**config.mk**
```make
export PLATFORM = sky130hd
export DESIGN_NAME = palette_arbiter
export DESIGN_NICKNAME = d
export VERILOG_FILES = /design/src/rtl/palette_arbiter.sv
export SDC_FILE = /design/constraint.sdc
export NUM_CORES = 1
export LEC_CHECK = 0
export CAP_MARGIN = 20
export CORE_MARGIN = 1
export CORE_UTILIZATION = 41
export CTS_CLUSTER_SIZE = 16
export DETAILED_ROUTE_END_ITERATION = 16
export PLACE_DENSITY = 0.8
export SLEW_MARGIN = 20
export SYNTH_ARGS = -nofsm -noshare
export SYNTH_HDL_FRONTEND = slang
export SYNTH_SLANG_ARGS = --single-unit
```
**constraint.sdc**
```tcl
create_clock -name clk -period 3.8 [get_ports clk]
set_input_delay 1.14 -clock clk [delete_from_list [all_inputs] [get_ports clk]]
set_output_delay 1.14 -clock clk [all_outputs]
set_load 0.005 [all_outputs]
```
**src/rtl/palette_arbiter.sv**
```systemverilog
// rtl/palette_arbiter.sv - palette RAM port arbiter between display scan and host
//
// Shares one palette RAM port between the display pattern generator, which
// owns it whenever vActive=1, and a single outstanding host read/write that
// is slipped in on a vActive=0 cycle.
//
// Ports:
//   clk, reset            clock, synchronous active-high reset
//   vActive, disp_addr    display scan ownership flag and palette index
//   host_req/wr/addr/wdata  host request, sampled only while idle
//   host_busy, host_done  request outstanding / one-cycle completion pulse
//   host_rdata            result of the last host read
//   defer_cnt, defer_clr  saturating count of cycles a host access waited
//   ram_addr/data/wren    palette RAM port
//   ram_q                 palette RAM read data, one cycle after the address
module palette_arbiter #(
   parameter int ADDR_W = 6,
   parameter int DATA_W = 24
) (
   input  logic              clk,
   input  logic              reset,
   input  logic              vActive,
   input  logic [ADDR_W-1:0] disp_addr,
   input  logic              host_req,
   input  logic              host_wr,
   input  logic [ADDR_W-1:0] host_addr,
   input  logic [DATA_W-1:0] host_wdata,
   output logic              host_busy,
   output logic              host_done,
   output logic [DATA_W-1:0] host_rdata,
   output logic [15:0]       defer_cnt,
   input  logic              defer_clr,
   output logic [ADDR_W-1:0] ram_addr,
   output logic [DATA_W-1:0] ram_data,
   output logic              ram_wren,
   input  logic [DATA_W-1:0] ram_q
);

   typedef enum logic [1:0] {IDLE, PEND, CAPT, DONE} state_t;

   state_t            state;
   logic              lat_wr;
   logic [ADDR_W-1:0] lat_addr;
   logic [DATA_W-1:0] lat_data;
   logic              grant;

   // The host gets the port only in a pending cycle the display leaves free;
   // reset blocks the grant so an abandoned write never reaches the RAM.
   assign grant    = (state == PEND) && !vActive && !reset;
   assign ram_addr = grant ? lat_addr : disp_addr;
   assign ram_data = lat_data;
   assign ram_wren = grant && lat_wr;

   always_ff @(posedge clk) begin
      if (reset) begin
         state      <= IDLE;
         host_busy  <= 1'b0;
         host_done  <= 1'b0;
         host_rdata <= '0;
         defer_cnt  <= '0;
         lat_wr     <= 1'b0;
         lat_addr   <= '0;
         lat_data   <= '0;
      end else begin
         host_done <= 1'b0;

         // Clear has priority over a deferral in the same cycle.
         if (defer_clr)
            defer_cnt <= '0;
         else if (state == PEND && vActive && defer_cnt != 16'hFFFF)
            defer_cnt <= defer_cnt + 16'd1;

         unique case (state)
            IDLE: begin
               if (host_req) begin
                  lat_wr    <= host_wr;
                  lat_addr  <= host_addr;
                  lat_data  <= host_wdata;
                  host_busy <= 1'b1;
                  state     <= PEND;
               end
            end
            PEND: begin
               if (!vActive) begin
                  if (lat_wr) begin
                     state     <= DONE;
                     host_done <= 1'b1;
                  end else begin
                     state <= CAPT;
                  end
               end
            end
            CAPT: begin
               // ram_q now reflects the address driven in the grant cycle,
               // whatever the display is doing this cycle.
               host_rdata <= ram_q;
               host_done  <= 1'b1;
               state      <= DONE;
            end
            DONE: begin
               host_busy <= 1'b0;
               state     <= IDLE;
            end
            default: state <= IDLE;
         endcase
      end
   end

endmodule

```
# After elaboration in Yosys (flattened, before gate mapping)
# Index checks and enable logic that the tools add are counted.
dict set report word_totals {
  register_bits 75
  wordCells 38
}
dict set report op_classes {
  add_sub_neg 1
  n_mux 10
  eq_ne 6
  n_reduce_logical 13
}
# operator n
set ops {}
lappend ops {{adder 16 x 1 -> 16 bit, second input constant} 1}
lappend ops {{inequality test 16 bit, second input constant} 1}
lappend ops {{one-hot mux 2 bit (4 select lines)} 1}
lappend ops {{2-to-1 mux 6 bit} 1}
lappend ops {{AND reduction 2 bit} 3}
lappend ops {{logical AND 1 bit} 5}
lappend ops {{== test 2 bit, second input constant} 2}
lappend ops {{2-to-1 mux 1 bit} 4}
lappend ops {{2-to-1 mux 2 bit} 2}
lappend ops {{inequality test 2 bit, second input constant} 2}
lappend ops {{one-hot mux 1 bit (2 select lines)} 2}
lappend ops {{== test 2 x 1 -> 1 bit, second input constant} 1}
lappend ops {{logical NOT 1 bit} 2}
lappend ops {{logical NOT 2 bit} 1}
lappend ops {{nonzero test 2 bit} 1}
lappend ops {{OR reduction 2 bit} 1}

# Longest topological paths before layout
# Gate-level depths: netlist of the first run.
dict set report depth {
  word_depth 4
  mapped_depth 7
  mapped_depth_nobuf 6
}

# Worst setup path before layout of the first run
# Ideal clock, no wire load.
dict set report synth_timing {
  kind {input-to-output}
  start {in reset}
  end {out ram_addr[0]}
  arrival_ns 2.283
  stages 3
  path_slack_ns 0.377
  n_path_buf 1
  path_cell_list {clkbuf_1 -> nor3b_1 -> mux2_2}
}
dict set report synth_via {
  elab_chain_cells 3
}
# item line
set synth_lines {}
lappend synth_lines {{start, declared} 21} ;# input logic reset,
lappend synth_lines {{logical NOT 1 bit} 49} ;# assign grant = (state == PEND) && !vActive && !reset;
lappend synth_lines {{logical AND 1 bit} 49}
lappend synth_lines {{2-to-1 mux 6 bit} 50} ;# assign ram_addr = grant ? lat_addr : disp_addr;
lappend synth_lines {{end, declared} 33} ;# output logic [ADDR_W-1:0] ram_addr,
# No other way between the ends.

# Worst setup path in the final report of the first run
dict set report layout_timing {
  start {in vActive}
  end {out ram_addr[0]}
}
dict set report layout_via {
  elab_chain_cells 4
}
# item line
set layout_lines {}
lappend layout_lines {{start, declared} 22} ;# input logic vActive,
lappend layout_lines {{logical NOT 1 bit} n/a}
lappend layout_lines {{logical AND 1 bit (2 in a row)} 49}
lappend layout_lines {{2-to-1 mux 6 bit} 50}
# No other way between the ends.

==> flow_summary.toml, run 1 <==
[outcome]
status = "complete, no violations"

[setup_path]
cp-startpoint = "vActive"
cp.arrival_ns = 2.36
cp_slowest_cell = "mux2_2"
rr_startpoint = "defer_cnt[0]"
critPathMostFrequentCell = "buf_4"
endpoint_kind = "output port"
cp_data_required_time_ns = 2.66
crit_fanout = 5
cp-start-kind = "input port"
critPathMaxStageDelay_ns = 0.31
crit_chain = "dlymetal6s2s_1 -> nor3b_2 -> buf_4 -> buf_4 -> mux2_2 -> dlygate4sd2_1"
crit_type = "in2out"

[sta]
worst_slack_ns = 0.303
fin_crit_sh_pct = 92.0
final_hold_viol_count = 0
worst_pin_slew_ns = 1.02
worst_clock_skew_ns = 0.00923
rsz0062_at_grt = "no"
slew_headroom_pct = 32.1
fmax_mhz = 286
hold_ws_ns = 0.455
setup_viol = 0
finalMaxSlewViolations = 0
min_period_ns = 3.50
finalSetupTns_ns = 0

[logic_synthesis]
synthesis.area_mm2 = 0.00303
synth_nets = 417
ys_types = 33
synth_flop_cell = "dfxtp_1"
syn_inst = 345
synth_edf_count = 0
ys_seq_area_share_pct = 49.5
ys_warn_count = 0
synth_area_per_cell_um2 = 8.79
synth-seq-cells = 75
async_flop_share_pct = 0

[detailed_routing]
ant_nets = 0
routed_via_density = 5.04
wl_um = 8060
drtPass1Iterations = 4
drc = 0
drt-wirelength-per-cell_um = 13.8
first_iter_violations = 113
num_vias = 2936

[clocking]
cts_buffer_depth = 2
tritoncts = "built"
clk_root_buffer_cell = "clkbuf_8"
path_clk_slew_ns = 0.07
clock-sinks = 75
worst_skew_pair.late_latency_ns = 0.33
htreeDepth = 3
ctsHoldBuffers = 0
cts_buffers = 9

[grt]
track_usage_pct = 21.9
grt_overflow = 0
antenna_found_initial = 0
grt_pass1_vias = 2882
grt_max_degree = 63
grt_pass1_wl_um = 13000

[cells_and_area]
area_growth_pct = 54.8
final_cell_mix = "130 x clkdlybuf4s50_1, 75 x dfxtp_1, 70 x nand2_1, 42 x a21oi_1, 31 x nor2_1"
regArea_mm2 = 0.00150
multi_input_area_mm2 = 0.00142
fin_nets = 555
fill_cells = 597
drive_above_1_share_pct = 7.80
layout_commonest_cell = "clkdlybuf4s50_1"
n_antenna_cell = 0

[power_and_ir_drop]
switchingPower_mw = 0.721
pwr-share-clk_pct = 24.1
internal_power_mw = 1.64
vdd_drop_max_mv = 0.239
seqPwrFrac_pct = 41.6
switching_share_pct = 30.5
power_leakage_nw = 1.68
comb_power_share_pct = 34.2
p_per_area_mw_per_mm2 = 503

[placed_design]
dp_slack_ns = -0.159
io_buffers = 138
place_hpwl_um = 5810
gp_congestion = 0.881

[die]
pin_count = 139
start_util_pct = 43.4
dieArea_mm2 = 0.00774
coreArea_mm2 = 0.00698
die_h_um = 88.0
num_rows = 30
fp.dieW_um = 88.0

[run]
cap_violations = 0

[min_path]
hold_class = "reg2reg"
worstHoldStart = "ram_data[16]"
cell usage after synthesis, drive strengths merged, types with 6 or more instances:
master,instances,share of area (%)
mux2,6,2.2
nor2,31,3.8
a21oi,42,6.9
inv,8,0.99
nand2,70,8.7
clkbuf,18,2.2
ha,6,2.5
dfxtp,75,50
mux2i,26,8.6
o21ai,8,1.3
or3,9,1.9
stage by stage:
step	total power, mW	area [µm²]	util (%)	cells
3_5_place_dp	1.82	4490	64.3	565
2_1_floorplan	1.43	3030	-	345
4_1_cts	2.40	4690	67.2	583
3_3_place_gp	1.78	4490	64.3	565
6_report	2.36	4690	67.2	583
5_1_grt	2.52	4690	67.2	583
worst max-delay path, delay by kind of cell:
family | cells | cell delay (ns)
buf+inv | 4 | 0.70
simple gates | 1 | 0.20
mux | 1 | 0.31
flip-flops by register name, indices dropped and copies added (netlist names):
register    count
host_rdata     24
ram_data       24
defer_cnt      16
lat_addr        6
state           2
host_busy       1
host_done       1
lat_wr          1
power by group through the flow:
stage | logic, mW | clock network [mW] | registers [mW]
6_report | 0.809 | 0.570 | 0.984
3_5_place_dp | 0.815 | 0 | 1.00
3_3_place_gp | 0.791 | 0 | 0.994
4_1_cts | 0.821 | 0.590 | 0.984
5_1_grt | 0.896 | 0.626 | 0.999
2_1_floorplan | 0.426 | 0 | 1.00
layer usage:
metal	up-vias	part of all wire [%]	wire, µm	global-route usage [%]
li1	1462	-	-	-
met1	1372	41	3310	23.7
met2	93	52	4160	39.6
met3	9	5.7	459	6.03
met4	0	1.6	127	10.1
met5	-	0	0	0
repair_timing:
action,in CTS,in global routing
setup endpoints to repair,6,3
pin swaps,1,1
setup buffers,3,0
resized for setup,7,1
path summary, 6_finish.rpt:
path / endpoint / slack (ns) / cells past startpoint
worst max register to register: defer_cnt[6] / 1.61 / 5
worst min register to register: ram_data[16] / 0.46 / 2
worst max-delay path: ram_addr[0] / 0.30 / 6
worst min-delay path: ram_data[16] / 0.46 / 2
area by class of cell:
| cell class | count | share of cell area [%] |
|---|---|---|
| multi-input cells | 242 | 30.3 |
| inverters | 8 | 0.640 |
| clock buffers | 9 | 2.64 |
| repair buffers | 147 | 30.7 |
| well taps | 96 | 2.56 |
| clock inverters | 6 | 1.23 |
| flip-flops and latches | 75 | 32.0 |
logic make-up (layout without fill, tap and decap cells):
| family | after synthesis | after routing | synth area share (%) |
|---|---|---|---|
| AO/OA/AOI/OAI | 65 | 65 | 12.5 |
| XOR/XNOR | 1 | 1 | 0.289 |
| adder cells (fa/ha/maj) | 6 | 6 | 2.48 |
| buffers and inverters | 28 | 170 | 3.71 |
| flip-flops | 75 | 75 | 49.5 |
| multiplexers | 32 | 32 | 10.8 |
| AND/OR/NAND/NOR | 138 | 138 | 20.6 |
Power figures use the tool's default switching activity.
==> run 2, diff against run 1 <==
--- a/config.mk
+++ b/config.mk
@@ -5,13 +5,12 @@
 export SDC_FILE = /design/constraint.sdc
 export NUM_CORES = 1
 export LEC_CHECK = 0
-export CAP_MARGIN = 20
+export CAP_MARGIN = 15
 export CORE_MARGIN = 1
 export CORE_UTILIZATION = 41
 export CTS_CLUSTER_SIZE = 16
 export DETAILED_ROUTE_END_ITERATION = 16
 export PLACE_DENSITY = 0.8
-export SLEW_MARGIN = 20
 export SYNTH_ARGS = -nofsm -noshare
 export SYNTH_HDL_FRONTEND = slang
 export SYNTH_SLANG_ARGS = --single-unit
==> results of run 2 <==
No change in the layout: final DEF, timing and power equal those of run 1.
